File: src/rtl/i2c_slave_rx_ctrl_pkg.sv
// Shared definitions for the I2C slave receive controller: FSM encoding,
// ACK/NACK bit values and the address width.
package i2c_slave_rx_ctrl_pkg;

  localparam int unsigned I2C_ADDR_W = 7;

  localparam logic ACK  = 1'b0;
  localparam logic NACK = 1'b1;

  typedef enum logic [2:0] {
    ST_IDLE      = 3'd0,
    ST_ADDR      = 3'd1,
    ST_ACK_ADDR  = 3'd2,
    ST_DATA      = 3'd3,
    ST_ACK_DATA  = 3'd4,
    ST_WAIT_STOP = 3'd5
  } state_e;

endpackage

File: src/rtl/i2c_slave_rx_ctrl_shift.sv
// MSB-first 8-bit shift register. byte_o presents the byte that completes
// when the current bit is the last one (shreg[6:0] plus the live bit).
module i2c_rx_shift (
  input  logic       clk,
  input  logic       rst_n,
  input  logic       clr_i,
  input  logic       ld_i,
  input  logic       bit_i,
  output logic [7:0] byte_o
);

  logic [7:0] shreg_q, shreg_d;

  always_comb begin
    shreg_d = shreg_q;
    if (clr_i) begin
      shreg_d = 8'h00;
    end else if (ld_i) begin
      shreg_d = {shreg_q[6:0], bit_i};
    end
  end

  always_ff @(posedge clk or negedge rst_n) begin
    if (!rst_n) begin
      shreg_q <= 8'h00;
    end else begin
      shreg_q <= shreg_d;
    end
  end

  assign byte_o = {shreg_q[6:0], bit_i};

endmodule

File: src/rtl/i2c_slave_rx_ctrl.sv
// I2C slave receive controller: drives the read stage, matches the address,
// requests ACK/NACK bits and buffers write-data bytes for the user side.
module i2c_slave_rx_ctrl
  import i2c_slave_rx_ctrl_pkg::*;
#(
  parameter logic [I2C_ADDR_W-1:0] SLAVE_ADDR = 7'h50
) (
  input  logic       clk,
  input  logic       rst_n,
  output logic       rd_en_o,
  output logic       is_byte_o,
  input  logic       rd_ld_i,
  input  logic       rd_bit_i,
  input  logic       rd_finish_i,
  input  logic       get_start_i,
  input  logic       get_stop_i,
  input  logic       rd_err_i,
  output logic       ack_req_o,
  output logic       ack_value_o,
  input  logic       ack_done_i,
  output logic       tx_req_o,
  output logic [7:0] rx_data_o,
  output logic       rx_valid_o,
  input  logic       rx_ready_i,
  output logic       addr_match_o,
  output logic       busy_o,
  output logic       overflow_o,
  output logic       bus_err_o,
  output state_e     state_o
);

  // User handshake: a byte transfers in any cycle where rx_valid_o && rx_ready_i;
  // rx_data_o is stable while rx_valid_o is high and no transfer happens.

  state_e     state_q, state_d;
  logic [7:0] rx_data_q, rx_data_d;
  logic       rx_valid_q, rx_valid_d;
  logic       addr_match_q, addr_match_d;
  logic       busy_q, busy_d;
  logic       rw_q, rw_d;
  logic       ack_value_q, ack_value_d;
  logic       tx_req_q, tx_req_d;
  logic       overflow_q, overflow_d;
  logic       bus_err_q, bus_err_d;
  logic       sh_clr, sh_ld;
  logic [7:0] rx_byte;

  assign sh_ld = rd_ld_i && !sh_clr && (state_q == ST_ADDR || state_q == ST_DATA);

  i2c_rx_shift u_shift (
    .clk    (clk),
    .rst_n  (rst_n),
    .clr_i  (sh_clr),
    .ld_i   (sh_ld),
    .bit_i  (rd_bit_i),
    .byte_o (rx_byte)
  );

  always_comb begin
    state_d      = state_q;
    rx_data_d    = rx_data_q;
    rx_valid_d   = rx_valid_q;
    addr_match_d = addr_match_q;
    busy_d       = busy_q;
    rw_d         = rw_q;
    ack_value_d  = ack_value_q;
    tx_req_d     = 1'b0;
    overflow_d   = 1'b0;
    bus_err_d    = 1'b0;
    sh_clr       = 1'b0;

    if (rx_valid_q && rx_ready_i) begin
      rx_valid_d = 1'b0;
    end

    if (state_q != ST_IDLE && get_stop_i) begin
      state_d      = ST_IDLE;
      busy_d       = 1'b0;
      addr_match_d = 1'b0;
    end else if (get_start_i &&
                 (state_q == ST_ADDR || state_q == ST_DATA || state_q == ST_WAIT_STOP)) begin
      state_d      = ST_ADDR;
      addr_match_d = 1'b0;
      sh_clr       = 1'b1;
    end else begin
      unique case (state_q)
        ST_IDLE: begin
          if (get_start_i) begin
            state_d = ST_ADDR;
            busy_d  = 1'b1;
            sh_clr  = 1'b1;
          end
        end
        ST_ADDR: begin
          if (rd_err_i) begin
            bus_err_d = 1'b1;
            state_d   = ST_WAIT_STOP;
          end else if (rd_finish_i) begin
            if (rx_byte[7:1] == SLAVE_ADDR) begin
              rw_d         = rx_byte[0];
              addr_match_d = 1'b1;
              ack_value_d  = ACK;
              state_d      = ST_ACK_ADDR;
            end else begin
              state_d = ST_WAIT_STOP;
            end
          end
        end
        ST_ACK_ADDR: begin
          if (ack_done_i) begin
            if (rw_q) begin
              tx_req_d = 1'b1;
              state_d  = ST_WAIT_STOP;
            end else begin
              state_d = ST_DATA;
            end
          end
        end
        ST_DATA: begin
          if (rd_err_i) begin
            bus_err_d = 1'b1;
            state_d   = ST_WAIT_STOP;
          end else if (rd_finish_i) begin
            // A pop in this same cycle frees the buffer for the new byte.
            if (rx_valid_q && !rx_ready_i) begin
              overflow_d  = 1'b1;
              ack_value_d = NACK;
            end else begin
              rx_data_d   = rx_byte;
              rx_valid_d  = 1'b1;
              ack_value_d = ACK;
            end
            state_d = ST_ACK_DATA;
          end
        end
        ST_ACK_DATA: begin
          if (ack_done_i) begin
            state_d = (ack_value_q == NACK) ? ST_WAIT_STOP : ST_DATA;
          end
        end
        ST_WAIT_STOP: begin
        end
        default: state_d = ST_IDLE;
      endcase
    end
  end

  always_ff @(posedge clk or negedge rst_n) begin
    if (!rst_n) begin
      state_q      <= ST_IDLE;
      rx_data_q    <= 8'h00;
      rx_valid_q   <= 1'b0;
      addr_match_q <= 1'b0;
      busy_q       <= 1'b0;
      rw_q         <= 1'b0;
      ack_value_q  <= ACK;
      tx_req_q     <= 1'b0;
      overflow_q   <= 1'b0;
      bus_err_q    <= 1'b0;
    end else begin
      state_q      <= state_d;
      rx_data_q    <= rx_data_d;
      rx_valid_q   <= rx_valid_d;
      addr_match_q <= addr_match_d;
      busy_q       <= busy_d;
      rw_q         <= rw_d;
      ack_value_q  <= ack_value_d;
      tx_req_q     <= tx_req_d;
      overflow_q   <= overflow_d;
      bus_err_q    <= bus_err_d;
    end
  end

  assign rd_en_o      = !(state_q == ST_ACK_ADDR || state_q == ST_ACK_DATA);
  assign ack_req_o    = (state_q == ST_ACK_ADDR || state_q == ST_ACK_DATA);
  assign is_byte_o    = 1'b1;
  assign ack_value_o  = ack_value_q;
  assign tx_req_o     = tx_req_q;
  assign rx_data_o    = rx_data_q;
  assign rx_valid_o   = rx_valid_q;
  assign addr_match_o = addr_match_q;
  assign busy_o       = busy_q;
  assign overflow_o   = overflow_q;
  assign bus_err_o    = bus_err_q;
  assign state_o      = state_q;

endmodule

File: config.mk
export PLATFORM = sky130hd
export DESIGN_NAME = i2c_slave_rx_ctrl
export DESIGN_NICKNAME = d
export VERILOG_FILES = /design/src/rtl/i2c_slave_rx_ctrl_pkg.sv /design/src/rtl/i2c_slave_rx_ctrl_shift.sv /design/src/rtl/i2c_slave_rx_ctrl.sv
export SDC_FILE = /design/constraint.sdc
export NUM_CORES = 1
export LEC_CHECK = 0
export CELL_PAD_IN_SITES_DETAIL_PLACEMENT = 0
export CELL_PAD_IN_SITES_GLOBAL_PLACEMENT = 1
export CORE_MARGIN = 3
export CORE_UTILIZATION = 30
export DETAILED_ROUTE_END_ITERATION = 7
export PLACE_DENSITY = 0.68
export REMOVE_ABC_BUFFERS = 1
export SYNTH_ARGS = -nofsm -noshare
export SYNTH_HDL_FRONTEND = slang
export SYNTH_HIERARCHICAL = 1
export SYNTH_SLANG_ARGS = --single-unit
File: constraint.sdc
create_clock -name clk -period 2.45 [get_ports clk]
set_input_delay 0.245 -clock clk [delete_from_list [all_inputs] [get_ports clk]]
set_output_delay 0.245 -clock clk [all_outputs]
set_load 0.005 [all_outputs]
# Word level (Yosys, flattened, before mapping)
# Cells that the tools add are included.
[word_totals]
mem_count = 0
mem_bits_rw = 0
word_cells = 119
regBits = 26
mem_bits_ro = 0
latch_bits = 0
out_inout_bits = 21
[op_classes]
add_sub_neg = 0
bitwise_logic = 4
n_reduce_logical = 28
n_div = 0
eq_ne = 19
magnitude_cmp = 0
mux = 57
multipliers = 0
shift = 0
[ops]
columns = ["op", "n"]
rows = [
  ["$mux W1", 41],
  ["$mux W3", 12],
  ["$pmux W3 S6", 1],
  ["$reduce_and A6 Y1", 3],
  ["$mux W7", 2],
  ["$ne A4 B4 Y1 const B", 3],
  ["$reduce_bool A3 Y1", 4],
  ["$ne A2 B2 Y1 const B", 5],
  ["$ne A5 B4 Y1 const B", 2],
  ["$reduce_and A8 Y1", 1],
  ["$reduce_bool A2 Y1", 4],
  ["$eq A7 B7 Y1 const B", 1],
  ["$eq A3 B2 Y1 const B", 2],
  ["$eq A3 B3 Y1 const B", 2],
  ["$logic_and A1 B1 Y1", 6],
  ["$not A1 Y1", 4],
  ["$reduce_and A4 Y1", 1],
  ["$eq A3 B1 Y1 const B", 1],
  ["$logic_not A1 Y1", 3],
  ["$logic_not A3 Y1", 1],
  ["$logic_or A1 B1 Y1", 3],
  ["$ne A3 B1 Y1 const B", 1],
  ["$ne A3 B2 Y1 const B", 1],
  ["$reduce_and A3 Y1", 1],
  ["other kinds (3)", 3],
]

# Logic depth before layout (Yosys ltp)
# Gate-level depths: netlist (run 1).
[logic_depth]
word_depth = 11
depth_mapped = 8

# Cells and area by module
# The synthesis (run 1) kept the hierarchy.
[modules_own_cells]
columns = ["module", "area_per_inst_um2", "instances", "cells_per_inst"]
rows = [
  ["i2c_slave_rx_ctrl", 1093.5, 1, 106],
  ["i2c_rx_shift", 290.3, 1, 23],
]

# Least setup slack after synthesis (run 1)
# Ideal clock, no wire load.
[synth_timing]
path_kind = "register to register"
startpoint = "register state_q[2], in the netlist state_o[2]"
endpoint = "register rx_data_q[0], in the netlist rx_data_o[0]"
arrival_ps = 1695
synth_period_minus_slack_ps = 1821
path_stages_with_launch = 7
path_buffers = 2
setup_slack_ps = 629
cell_sequence = "dfrtp_1 -> buf_2 -> nand4bb_1 -> or4_4 -> nand2b_4 -> buf_6 -> mux2_4"
[synth_between]
elab_chain_cells = 6
elab_cells_between_ends = 11
[synth_lines]
columns = ["element", "line_no", "source"]
rows = [
  ["start: declaration", "i2c_slave_rx_ctrl.sv:35", "state_e state_q, state_d;"],
  ["start signal: assignment", "i2c_slave_rx_ctrl.sv:161", "state_q <= state_d;"],
  ["$eq A3 B1 Y1 / $eq A3 B2 Y1 (equally long branches)", "i2c_slave_rx_ctrl.sv:81, i2c_slave_rx_ctrl.sv:86", ""],
  ["$logic_or A1 B1 Y1 (2 in a row)", "i2c_slave_rx_ctrl.sv:81", "(state_q == ST_ADDR || state_q == ST_DATA || state_q == ST_WAIT_STOP)) begin"],
  ["$logic_and A1 B1 Y1", "i2c_slave_rx_ctrl.sv:80", "end else if (get_start_i &&"],
  ["$not A1 Y1 (no line)", "--", ""],
  ["$reduce_and A6 Y1 (no line) *", "--", ""],
  ["end signal: assignment", "i2c_slave_rx_ctrl.sv:162", "rx_data_q <= rx_data_d;"],
  ["end: declaration", "i2c_slave_rx_ctrl.sv:36", "logic [7:0] rx_data_q, rx_data_d;"],
]
# Mark *: on every way between the ends. The rest lies on a longest branch, timed or not.
# A chain may end at the register's enable or synchronous reset.

# Worst setup path after layout (run 1)
[layout_timing]
startpoint = "register state_q[1], in the netlist state_o[1]"
endpoint = "output port ack_req_o"
[layout_between]
elab_chain_cells = 2
elab_cells_between_ends = 3
[layout_lines]
columns = ["element", "line_no", "source"]
rows = [
  ["$eq A3 B2 Y1 / $eq A3 B3 Y1 (equally long branches)", "i2c_slave_rx_ctrl.sv:175", "assign ack_req_o = (state_q == ST_ACK_ADDR || state_q == ST_ACK_DATA);"],
  ["$logic_or A1 B1 Y1 *", "i2c_slave_rx_ctrl.sv:175", ""],
  ["end: declaration", "i2c_slave_rx_ctrl.sv:18", "output logic ack_req_o,"],
]
# Marked as above.

==> summary.md, run 1 <==
| Metric | Value |
|---|---|
| Status | finished, final reports clean |
| Critical Setup Path Class | flop to output pin |
| Worst Reg-to-Reg Cells | 4 |
| Multi-input logic area | 663 sq um |
| Slowest stage delay, CP | 0.54 ns |
| DRC viols | 0 |
| Startpoint types | flop |
| Cells after Synth | 129 |
| Setup_tns | 0 ns |
| Worst path depth | 4 |
| Antenna-violating nets left | 0 |
| Post-synth top area share | 0.470 |
| Post-CTS Setup Bufs | 0 |
| DR vias/cell | 5.09 |
| FILL cells | 425 |
| Synth cell types | 39 |
| Largest net degree at the start of global routing | 27 |
| Initial Utilization | 0.313 |
| Crit-path cells | buf_4 -> nand2b_1 -> a21oi_1 -> clkdlybuf4s50_1 |
| Placer Congestion | 0.835 |
| Routed len/inst | 14.7 microns |
| TritonCTS clock tree | yes |
| Max H-tree Level | 1 |
| Area growth syn-to-layout | 32.0% |
| EDFF count, synth | 0 |
| Crit path max fanout | 10 |
| First-pass DRT Iterations | 4 |
| Cell Area, Synth | 1380 sq um |
| Max-cap violations | 0 |
| Rows | 24 |
| Period utilization | 0.892 |
| Util after Layout | 0.414 |
| Die Wd | 73.9 microns |
| CTS clk-pin slew, worst paths | 0.09 ns |
| DP HPWL | 2390 microns |
| Antenna diodes | 0 |
| CP max stage cell | clkdlybuf4s50_1 |
| FF+latch area | 651 sq um |
| Worst setup path start | state_o[1]$_DFFE_PN0P_ |
| Core Footprint | 4410 sq um |
| Prevailing post-synth register cell | dfrtp_1 |
| Synth Area per Inst | 10.7 sq um |
| Max Freq | 458 MHz |
| Clock Root Buffer | clkbuf_8 |
| Synth async-reset ratio | 1.00 |
| Die area | 5460 sq um |
| Die H | 73.9 microns |
| Max Buffers Root-to-Sink | 2 |
| CP Capture Point | ack_req_o |
| Final hold vios | 0 |
| Commonest non-fill, non-tap cells in the layout | 29 x clkdlybuf4s50_1, 26 x dfrtp_1, 17 x nor2_1, 10 x buf_4, 8 x mux2_4 |
| CTS Buf Count | 3 |
| CTS Sinks | 26 |
| Power after layout | 1.54 mW |
| Initial DRC count | 49 |
| Vias in the first global route | 1112 |
| # hold bufs at CTS | 0 |
| Share of layout cells above drive strength 1 | 0.172 |
| R2r setup slk | 0.40 ns |
| Commonest non-fill, non-tap cell in the layout | clkdlybuf4s50_1 |
| Largest cells by area after synthesis | dfrtp_1 47%, mux2_4 8.7%, mux2i_1 5.1% |
| Hold Crit Class | input port to asynchronous set/reset pin |
| Largest delay share family, worst path | buffers and inverters |
| Post-CTS sizing | 0 |
| Top-Level Pins | 31 |
| Reg-to-reg endpoint | rx_data_o[2]$_DFFE_PN0P_ |
| Tot GR Track Use | 0.126 |
| WL final | 3160 microns |
| Count of input and output buffers | 29 |
| Worst vdd ir | 0.380 mV |
| Worst setup EP type | output pin |
| Ys Warns | 6 |
| Slew Limit Fails | 0 |
| RSZ-0062 raised after global routing | no |
| Clock skew | 0.00482 ns |
| Global-route wire length before repair | 5250 microns |
| Required @ worst endpoint | 2.20 ns |
| Worst-Skew Late Latency | 0.28 ns |
| Nets@finish | 174 |
| Final setup fails | 0 |
| Tmin final | 2.19 ns |
| Crit path arrival time | 1.94 ns |
| FF-to-FF Start | state_o[0]$_DFFE_PN0P_ |
| FF+latch count, synth | 26 |
| Leading area contributor after synthesis | dfrtp_1 |
| PwrDens | 845 nW/um^2 |
| Static leakage | 0.819 nW |
| Overflow after GRT | 0 |
| Sequential area share after synthesis | 0.470 |
| Final std cells w/o fill | 215 |
| Initial antenna violation count | 0 |
| DR vias | 1094 |
| Dpl cells | 211 |
| Worst Path Buf+Inv | 2 |
==> Yosys cell counts (all sizes together), types with 2 or more instances <==
cell,n
or3,2
o2bb2ai,2
nand3,2
buf,6
o21ai,4
nand4bb,2
nor2,17
mux2i,7
o21a,2
a22oi,3
nor3,2
a21oi,3
o22ai,4
inv,3
nor3b,2
dfrtp,26
clkbuf,3
nand2b,8
nand2,6
mux2,10
==> per-stage QoR <==
stage | hold slack (ns) | worst slack [ns] | cell area [sq um]
after floorplan | -0.0506 | 0.112 | 1330
after global placement | 0.496 | 0.310 | 1760
after detailed placement | 0.499 | 0.271 | 1760
after CTS | 0.324 | 0.239 | 1830
after global routing | 0.351 | 0.143 | 1830
final | 0.322 | 0.265 | 1830
==> how the worst min path moves through the flow <==
stage / start / endpoint / slack [ns] / cells past startpoint
2_1_floorplan: rst_n / ack_value_o$_DFFE_PN0P_ / -0.05 / 0
3_3_place_gp: addr_match_o$_DFFE_PN0P_ / addr_match_o$_DFFE_PN0P_ / 0.50 / 2
3_5_place_dp: rx_data_o[7]$_DFFE_PN0P_ / rx_data_o[7]$_DFFE_PN0P_ / 0.50 / 1
4_1_cts: rst_n / ack_value_o$_DFFE_PN0P_ / 0.32 / 2
5_1_grt: rst_n / busy_o$_DFFE_PN0P_ / 0.35 / 2
6_report: rst_n / state_o[0]$_DFFE_PN0P_ / 0.32 / 2
==> routing by layer <==
metal  part of all wire  track usage  up-vias
met4             0.0092       0.0342        0
met5                  0            0        -
li1                   -            -      529
met1               0.46        0.167      531
met3              0.055       0.0342        3
met2               0.47        0.203       31
==> state kept, by name (all words and copies together) (netlist names) <==
signal,count
rx_data_o,8
u_shift/shreg_q,7
state_o,3
ack_value_o,1
addr_match_o,1
bus_err_o,1
busy_o,1
overflow_o,1
rw_q,1
rx_valid_o,1
tx_req_o,1
==> kinds of logic after synthesis <==
family | after synthesis | share of synthesized area
compound gates | 26 | 0.135
buf+inv | 12 | 0.0506
flops | 26 | 0.470
mux | 17 | 0.154
other cells | 1 | 0.00271
simple gates | 47 | 0.188
==> power breakdown <==
part | leakage (nW) | total [mW] | internal, mW | switching (mW)
logic | 0.426 | 0.617 | 0.320 | 0.297
registers | 0.357 | 0.562 | 0.478 | 0.0843
clock network | 0.0357 | 0.364 | 0.219 | 0.145
==> cell type report <==
type,count,share of cell area
well taps,52,0.0356
multi-input cells,91,0.363
flip-flops and latches,26,0.356
inverters,3,0.00616
repair buffers,39,0.200
clock buffers,3,0.0226
clock inverters,1,0.0164
==> worst register-to-register path, stage by stage (launching register included) <==
cell and delay (ns):
dfrtp_1 0.62, inv_1 0.18, or4_4 0.58, nand2b_4 0.23
mux2_4 0.33
Note: power is estimated with default switching activity, not from simulation.
==> run 2, diff against run 1 <==
--- a/config.mk
+++ b/config.mk
@@ -9,8 +9,10 @@
 export CELL_PAD_IN_SITES_GLOBAL_PLACEMENT = 1
 export CORE_MARGIN = 3
 export CORE_UTILIZATION = 30
+export CTS_CLUSTER_SIZE = 20
 export DETAILED_ROUTE_END_ITERATION = 7
-export PLACE_DENSITY = 0.68
+export DONT_BUFFER_PORTS = 1
+export PLACE_DENSITY = 0.57
 export REMOVE_ABC_BUFFERS = 1
 export SYNTH_ARGS = -nofsm -noshare
 export SYNTH_HDL_FRONTEND = slang
==> run 2 against run 1 <==
  * Sequential power decreased by 2%
  * Via count down 11%
  * Wire length down 4.6%
  * Non-clock buffer count fell by 32
  * Fmax grew 11%
  * Total power is 13% lower
  * Design area shrank 17%
  * Register-to-register slack better by 0.08 ns
  * Combinational power decreased by 18%
  * Die area unchanged
  * Clock power shrank 23%
  * Critical path type is now flop to flop
  * Highest routed layer unchanged
==> summary.md, run 2 (synthesis gave the netlist of run 1 again) <==
| Metric | Value |
|---|---|
| Status | finished, final reports clean |
| R2r setup slk | 0.48 ns (+0.08 ns) |
| Clock Root Buffer | clkbuf_8 |
| Max Freq | 507 MHz (+11%) |
| Static leakage | 0.696 nW (-15%) |
| Startpoint types | flop |
| DRC viols | 0 (unchanged) |
| DR vias | 976 (-11%) |
| Area growth syn-to-layout | 9.31% |
| Core Footprint | 4410 sq um (unchanged) |
| Period utilization | 0.806 (-0.0863) |
| Hold Crit Class | input port to flop |
| CTS Buf Count | 3 (unchanged) |
| TritonCTS clock tree | yes |
| Tmin final | 1.97 ns (-0.211 ns) |
| Required @ worst endpoint | 2.61 ns (+0.41 ns) |
| Max Buffers Root-to-Sink | 2 (unchanged) |
| Final hold vios | 0 (unchanged) |
| FF-to-FF Start | state_o[1]$_DFFE_PN0P_ |
| Worst Reg-to-Reg Cells | 7 (+3) |
| Hold path cells | 2 |
| Critical Setup Path Class | flop to flop |
| Sw Ratio | 0.365 (+0.0243) |
| Final setup fails | 0 (unchanged) |
| Clock power share | 0.209 (-0.027) |
| CTS Sinks | 26 (unchanged) |
| Max reg flops | 8 (unchanged) |
| Share of layout cells above drive strength 1 | 0.183 (+0.0114) |
| Multi-input logic area | 663 sq um (unchanged) |
| Part of the power in combinational logic | 0.378 (-0.022) |
| Rel. slew slack | 0.609 |
| RSZ-0062 raised after global routing | no |
| Initial DRC count | 59 (+20%) |
| Vias in the first global route | 1035 (-6.9%) |
| Top-Level Pins | 31 (unchanged) |
| DP HPWL | 2270 microns (-4.9%) |
| Placer Congestion | 0.834 (about the same) |
| Tot GR Track Use | 0.119 (-0.00728) |
| Global-route wire length before repair | 5070 microns (-3.4%) |
| Max-cap violations | 0 (unchanged) |
| Pin slew with the least headroom to its limit | 0.578 ns |
| Setup_tns | 0 ns (unchanged) |
| WL final | 3020 microns (-4.6%) |
| Max H-tree Level | 1 (unchanged) |
| Slew Limit Fails | 0 (unchanged) |
| CTS clk-pin slew, worst paths | 0.10 ns (about the same) |
| Sw Pwr | 0.489 mW (-7.0%) |
| Commonest non-fill, non-tap cell in the layout | dfrtp_1 |
| Overflow after GRT | 0 (unchanged) |
| Reg-to-reg endpoint | u_shift/shreg_q[0]$_DFFE_PN0P_ |
| Hold Startpoint | ack_done_i |
| Rows | 24 (unchanged) |
| FILL cells | 452 (+6.4%) |
| Worst-Skew Late Latency | 0.27 ns (about the same) |
| DR vias/cell | 5.33 (+4.8%) |
| Count of input and output buffers | 0 (-100%) |
| Die Wd | 73.9 microns (unchanged) |
| Internal power | 0.850 mW (-16%) |
| Crit path max fanout | 10 (unchanged) |
| Post-CTS Setup Bufs | 0 (unchanged) |
| Seq pwr share | 0.413 (+0.049) |
| Initial antenna violation count | 0 (unchanged) |
| Initial Utilization | 0.313 (unchanged) |
| Die area | 5460 sq um (unchanged) |
| Antenna-violating nets left | 0 (unchanged) |
| Nets@finish | 142 (-18%) |
| WHS | 0.102 ns (-0.220 ns) |
| FF+latch area | 651 sq um (unchanged) |
| Antenna diodes | 0 (unchanged) |
| Die H | 73.9 microns (unchanged) |
| Worst setup path start | state_o[1]$_DFFE_PN0P_ |
| Hold Path End | tx_req_o$_DFF_PN0_ |
| PwrDens | 886 nW/um^2 (+4.8%) |
| Clock skew | 0.00887 ns (+0.00405 ns) |
| First-pass DRT Iterations | 4 (unchanged) |
| Commonest non-fill, non-tap cells in the layout | 26 x dfrtp_1, 17 x nor2_1, 8 x mux2_4, 7 x nand2b_1, 7 x mux2i_1 |
| Worst vdd ir | 0.400 mV (+5.4%) |
| Crit path arrival time | 2.13 ns (+0.19 ns) |
| Largest net degree at the start of global routing | 27 (unchanged) |
| Worst setup EP type | flop |
| Routed len/inst | 16.5 microns (+12%) |
==> run 2: cell types whose count changed in the layout (fill, tap and decap cells not counted), sizes merged <==
cell           change
dlygate4sd3        +1
clkbuf             +1
bufinv             -1
buf                -4
clkdlybuf4s50     -29
==> run 2: final cells by class <==
type | instances | share of cell area
Timing Repair Buffer | 7 | 0.0447
Sequential cell | 26 | 0.430
Tap cell | 52 | 0.0430
Inverter | 3 | 0.00744
Clock buffer | 4 | 0.0364
Multi-Input combinational cell | 91 | 0.438
==> run 2: worst max-delay path by stage <==
stage,end,slack [ns]
global placement,u_shift/shreg_q[6]$_DFFE_PN0P_,0.59
floorplan,u_shift/shreg_q[0]$_DFFE_PN0P_,0.11
finish,u_shift/shreg_q[0]$_DFFE_PN0P_,0.48
CTS,u_shift/shreg_q[0]$_DFFE_PN0P_,0.51
detailed placement,u_shift/shreg_q[3]$_DFFE_PN0P_,0.53
global route,u_shift/shreg_q[2]$_DFFE_PN0P_,0.32
==> run 2: power groups by stage <==
| stage | clock network, mW | logic, mW | registers, mW |
|---|---|---|---|
| final | 0.281 | 0.506 | 0.553 |
| after global routing | 0.305 | 0.564 | 0.562 |
| after CTS | 0.287 | 0.504 | 0.551 |
| after detailed placement | 0 | 0.486 | 0.559 |
| after global placement | 0 | 0.487 | 0.560 |
| after floorplan | 0 | 0.326 | 0.569 |
==> run 2: stage by stage <==
stage / worst slack (ns) / util / cell area (sq um) / instances / total power, mW
global route: 0.324 / 0.343 / 1510 / 183 / 1.43
finish: 0.476 / 0.343 / 1510 / 183 / 1.34
CTS: 0.506 / 0.343 / 1510 / 183 / 1.34
floorplan: 0.112 / - / 1330 / 120 / 0.895
detailed placement: 0.527 / 0.323 / 1430 / 177 / 1.05
global placement: 0.587 / 0.323 / 1430 / 177 / 1.05
==> run 2: layer usage <==
layer / global-route usage / vias up / share of wire
met1: 0.157 / 477 / 0.47
met2: 0.186 / 31 / 0.47
met5: 0 / - / 0
met4: 0.0362 / 0 / 0.0046
met3: 0.0369 / 2 / 0.060
li1: - / 466 / -
==> run 2: worst max-delay path: stages (launching register included) <==
cell and delay [ns]:
dfrtp_1 0.49, or2_2 0.38, a21oi_1 0.16, o21a_1 0.30, nor3_1 0.09, buf_4 0.19, mux2i_1 0.19, nor2_1 0.06
==> run 2: repair_timing <==
action,in CTS,in global routing
hold buffers,2,0
resized for setup,0,0
hold endpoints to repair,26,0
==> run 3, diff against run 2 <==
==> constraint.sdc (replaced) <==
create_clock -name clk -period 1.84 [get_ports clk]
set_input_delay 0.184 -clock clk [delete_from_list [all_inputs] [get_ports clk]]
set_output_delay 0.184 -clock clk [all_outputs]
set_load 0.005 [all_outputs]
==> run 3 against run 2 <==
  * Worst hold slack got worse by 0.059 ns
  * Setup slack got worse by 0.39 ns
  * Via count up 5.3%
  * Critical path type unchanged
  * Critical endpoint is now rx_data_o[4]$_DFFE_PN0P_
  * Highest routed layer unchanged
==> summary.md, run 3 (synthesis gave the netlist of run 1 again) <==
| Metric | Value |
|---|---|
| Tot GR Track Use | 0.124 (+0.00487) |
| Die H | 73.9 microns (unchanged) |
| Slowest stage delay, CP | 0.46 ns (-0.03 ns) |
| Cell Area, Placed | 1490 sq um (+4.2%) |
| DP HPWL | 2410 microns (+6.2%) |
| Vias in the first global route | 1046 (+1.1%) |
| Die area | 5460 sq um (unchanged) |
| Max reg flops | 8 (unchanged) |
| Max H-tree Level | 1 (unchanged) |
| WL final | 3120 microns (+3.4%) |
| Post-route cell area | 1570 sq um (+3.6%) |
| Crit path max fanout | 8 (-2) |
| Worst vdd ir | 0.488 mV (+22%) |
| Util after Layout | 0.355 (+0.0125) |
| Hold path cells | 1 (-1) |
| Nets@finish | 150 (+5.6%) |
| Max-cap violations | 0 (unchanged) |
| Largest net degree at the start of global routing | 27 (unchanged) |
| Status | finished, final reports clean |
| DR vias | 1028 (+5.3%) |
| Power after layout | 1.83 mW (+36%) |
| TritonCTS clock tree | yes |
| Dpl cells | 185 (+4.5%) |
| Clock skew | 0.00495 ns (-0.00392 ns) |
| Core Footprint | 4410 sq um (unchanged) |
| Overflow after GRT | 0 (unchanged) |
| CTS Buf Count | 3 (unchanged) |
| Rows | 24 (unchanged) |
| Commonest non-fill, non-tap cells in the layout | 24 x dfrtp_1, 17 x nor2_1, 13 x buf_4, 8 x mux2_4 |
| Die Wd | 73.9 microns (unchanged) |
| Final worst slack | 0.0901 ns (-0.386 ns) |
| Worst setup EP type | flop |
| Antenna-violating nets left | 0 (unchanged) |
| Top-Level Pins | 31 (unchanged) |
| Global-route wire length before repair | 5260 microns (+3.8%) |
| Max Freq | 571 MHz (+13%) |
| Antenna diodes | 0 (unchanged) |
| Area growth syn-to-layout | 13.3% |
| CP max stage cell | dfrtp_2 |
| DR vias/cell | 5.41 (+1.4%) |
| Final setup fails | 0 (unchanged) |
| Startpoint types | flop |
| Tmin final | 1.75 ns (-0.224 ns) |
| Count of input and output buffers | 0 (unchanged) |
| Slew Limit Fails | 0 (unchanged) |
| Commonest non-fill, non-tap cell in the layout | dfrtp_1 |
| Static leakage | 0.728 nW (+4.7%) |
| Final std cells w/o fill | 190 (+3.8%) |
| First-pass DRT Iterations | 4 (unchanged) |
| Worst-Skew Late Latency | 0.26 ns (about the same) |
| Crit path arrival time | 1.90 ns (-0.23 ns) |
| Final hold vios | 0 (unchanged) |
| Share of layout cells above drive strength 1 | 0.246 (+0.0632) |
| Crit-path cells | nand4bb_1 -> or4_4 -> nand2b_4 -> mux2_4 |
| Critical Setup Path Class | flop to flop |
| Initial antenna violation count | 0 (unchanged) |
| Worst Reg-to-Reg Cells | 4 (-3) |
| Clock Root Buffer | clkbuf_8 |
| Initial Utilization | 0.313 (unchanged) |
| Hold Crit Class | input port to flop |
| Period utilization | 0.951 (+0.145) |
| Placer Congestion | 0.838 (+0.43%) |
| Post-Place Setup Slack | 0.0827 ns (-0.445 ns) |
| CTS clk-pin slew, worst paths | 0.09 ns (about the same) |
| PwrDens | 1160 nW/um^2 (+32%) |
| Initial DRC count | 48 (-19%) |
| DRC viols | 0 (unchanged) |
| Max Buffers Root-to-Sink | 2 (unchanged) |
| CTS Sinks | 26 (unchanged) |
| Routed len/inst | 16.4 microns (-0.40%) |
| Required @ worst endpoint | 1.99 ns (-0.62 ns) |
## run 3: through the flow
stage | hold WS (ns) | setup TNS [ns]
after floorplan | -0.112 | -3.54
after CTS | 0.0386 | 0
after global placement | -0.111 | 0
after detailed placement | -0.111 | 0
final | 0.0426 | 0
after global routing | 0.0395 | -0.00912
## run 3: final timing paths
kind / startpoint / end / slack (ns)
setup / recovery: state_o[2]$_DFFE_PN0P_ / rx_data_o[4]$_DFFE_PN0P_ / 0.09
hold / removal: rd_err_i / bus_err_o$_DFF_PN0_ / 0.04
setup reg to reg: state_o[2]$_DFFE_PN0P_ / rx_data_o[4]$_DFFE_PN0P_ / 0.09
hold reg to reg: rx_data_o[3]$_DFFE_PN0P_ / rx_data_o[3]$_DFFE_PN0P_ / 0.54
max in group asynchronous: rst_n / state_o[2]$_DFFE_PN0P_ / 1.33
min in group asynchronous: rst_n / rx_data_o[6]$_DFFE_PN0P_ / 0.34
## run 3: timing repair
action | CTS | global route
resized for setup | 0 | 3
hold endpoints to repair | 26 | 0
hold buffers | 2 | 0
endpoints found under the setup margin | 0 | 6
buffers inserted | 0 | 0
## run 3: power breakdown
group / internal, mW / total, mW / switching (mW)
Sequential: 0.641 / 0.717 / 0.0765
Clock: 0.146 / 0.316 / 0.170
Combinational: 0.380 / 0.793 / 0.412
## run 3: cell type report
class / count / area [sq um]
repair buffers: 15 / 128
fillers: 442 / 2850
clock buffers: 3 / 41.3
well taps: 52 / 65.1
multi-input cells: 91 / 669
inverters: 3 / 11.3
flip-flops and latches: 26 / 653
## run 3: metal layers
layer | vias to the layer above | track usage | wire length, microns
met5 | - | 0 | 0
met4 | 0 | 0.0463 | 38
met3 | 4 | 0.0328 | 178
met2 | 34 | 0.199 | 1490
met1 | 511 | 0.159 | 1420
li1 | 479 | - | -
## run 3: worst max-delay path: cells and delay by family (launching register included)
| kind | cells | cell delay, ns |
|---|---|---|
| AND/OR/NAND/NOR | 3 | 0.85 |
| flip-flops | 1 | 0.46 |
| multiplexers | 1 | 0.32 |
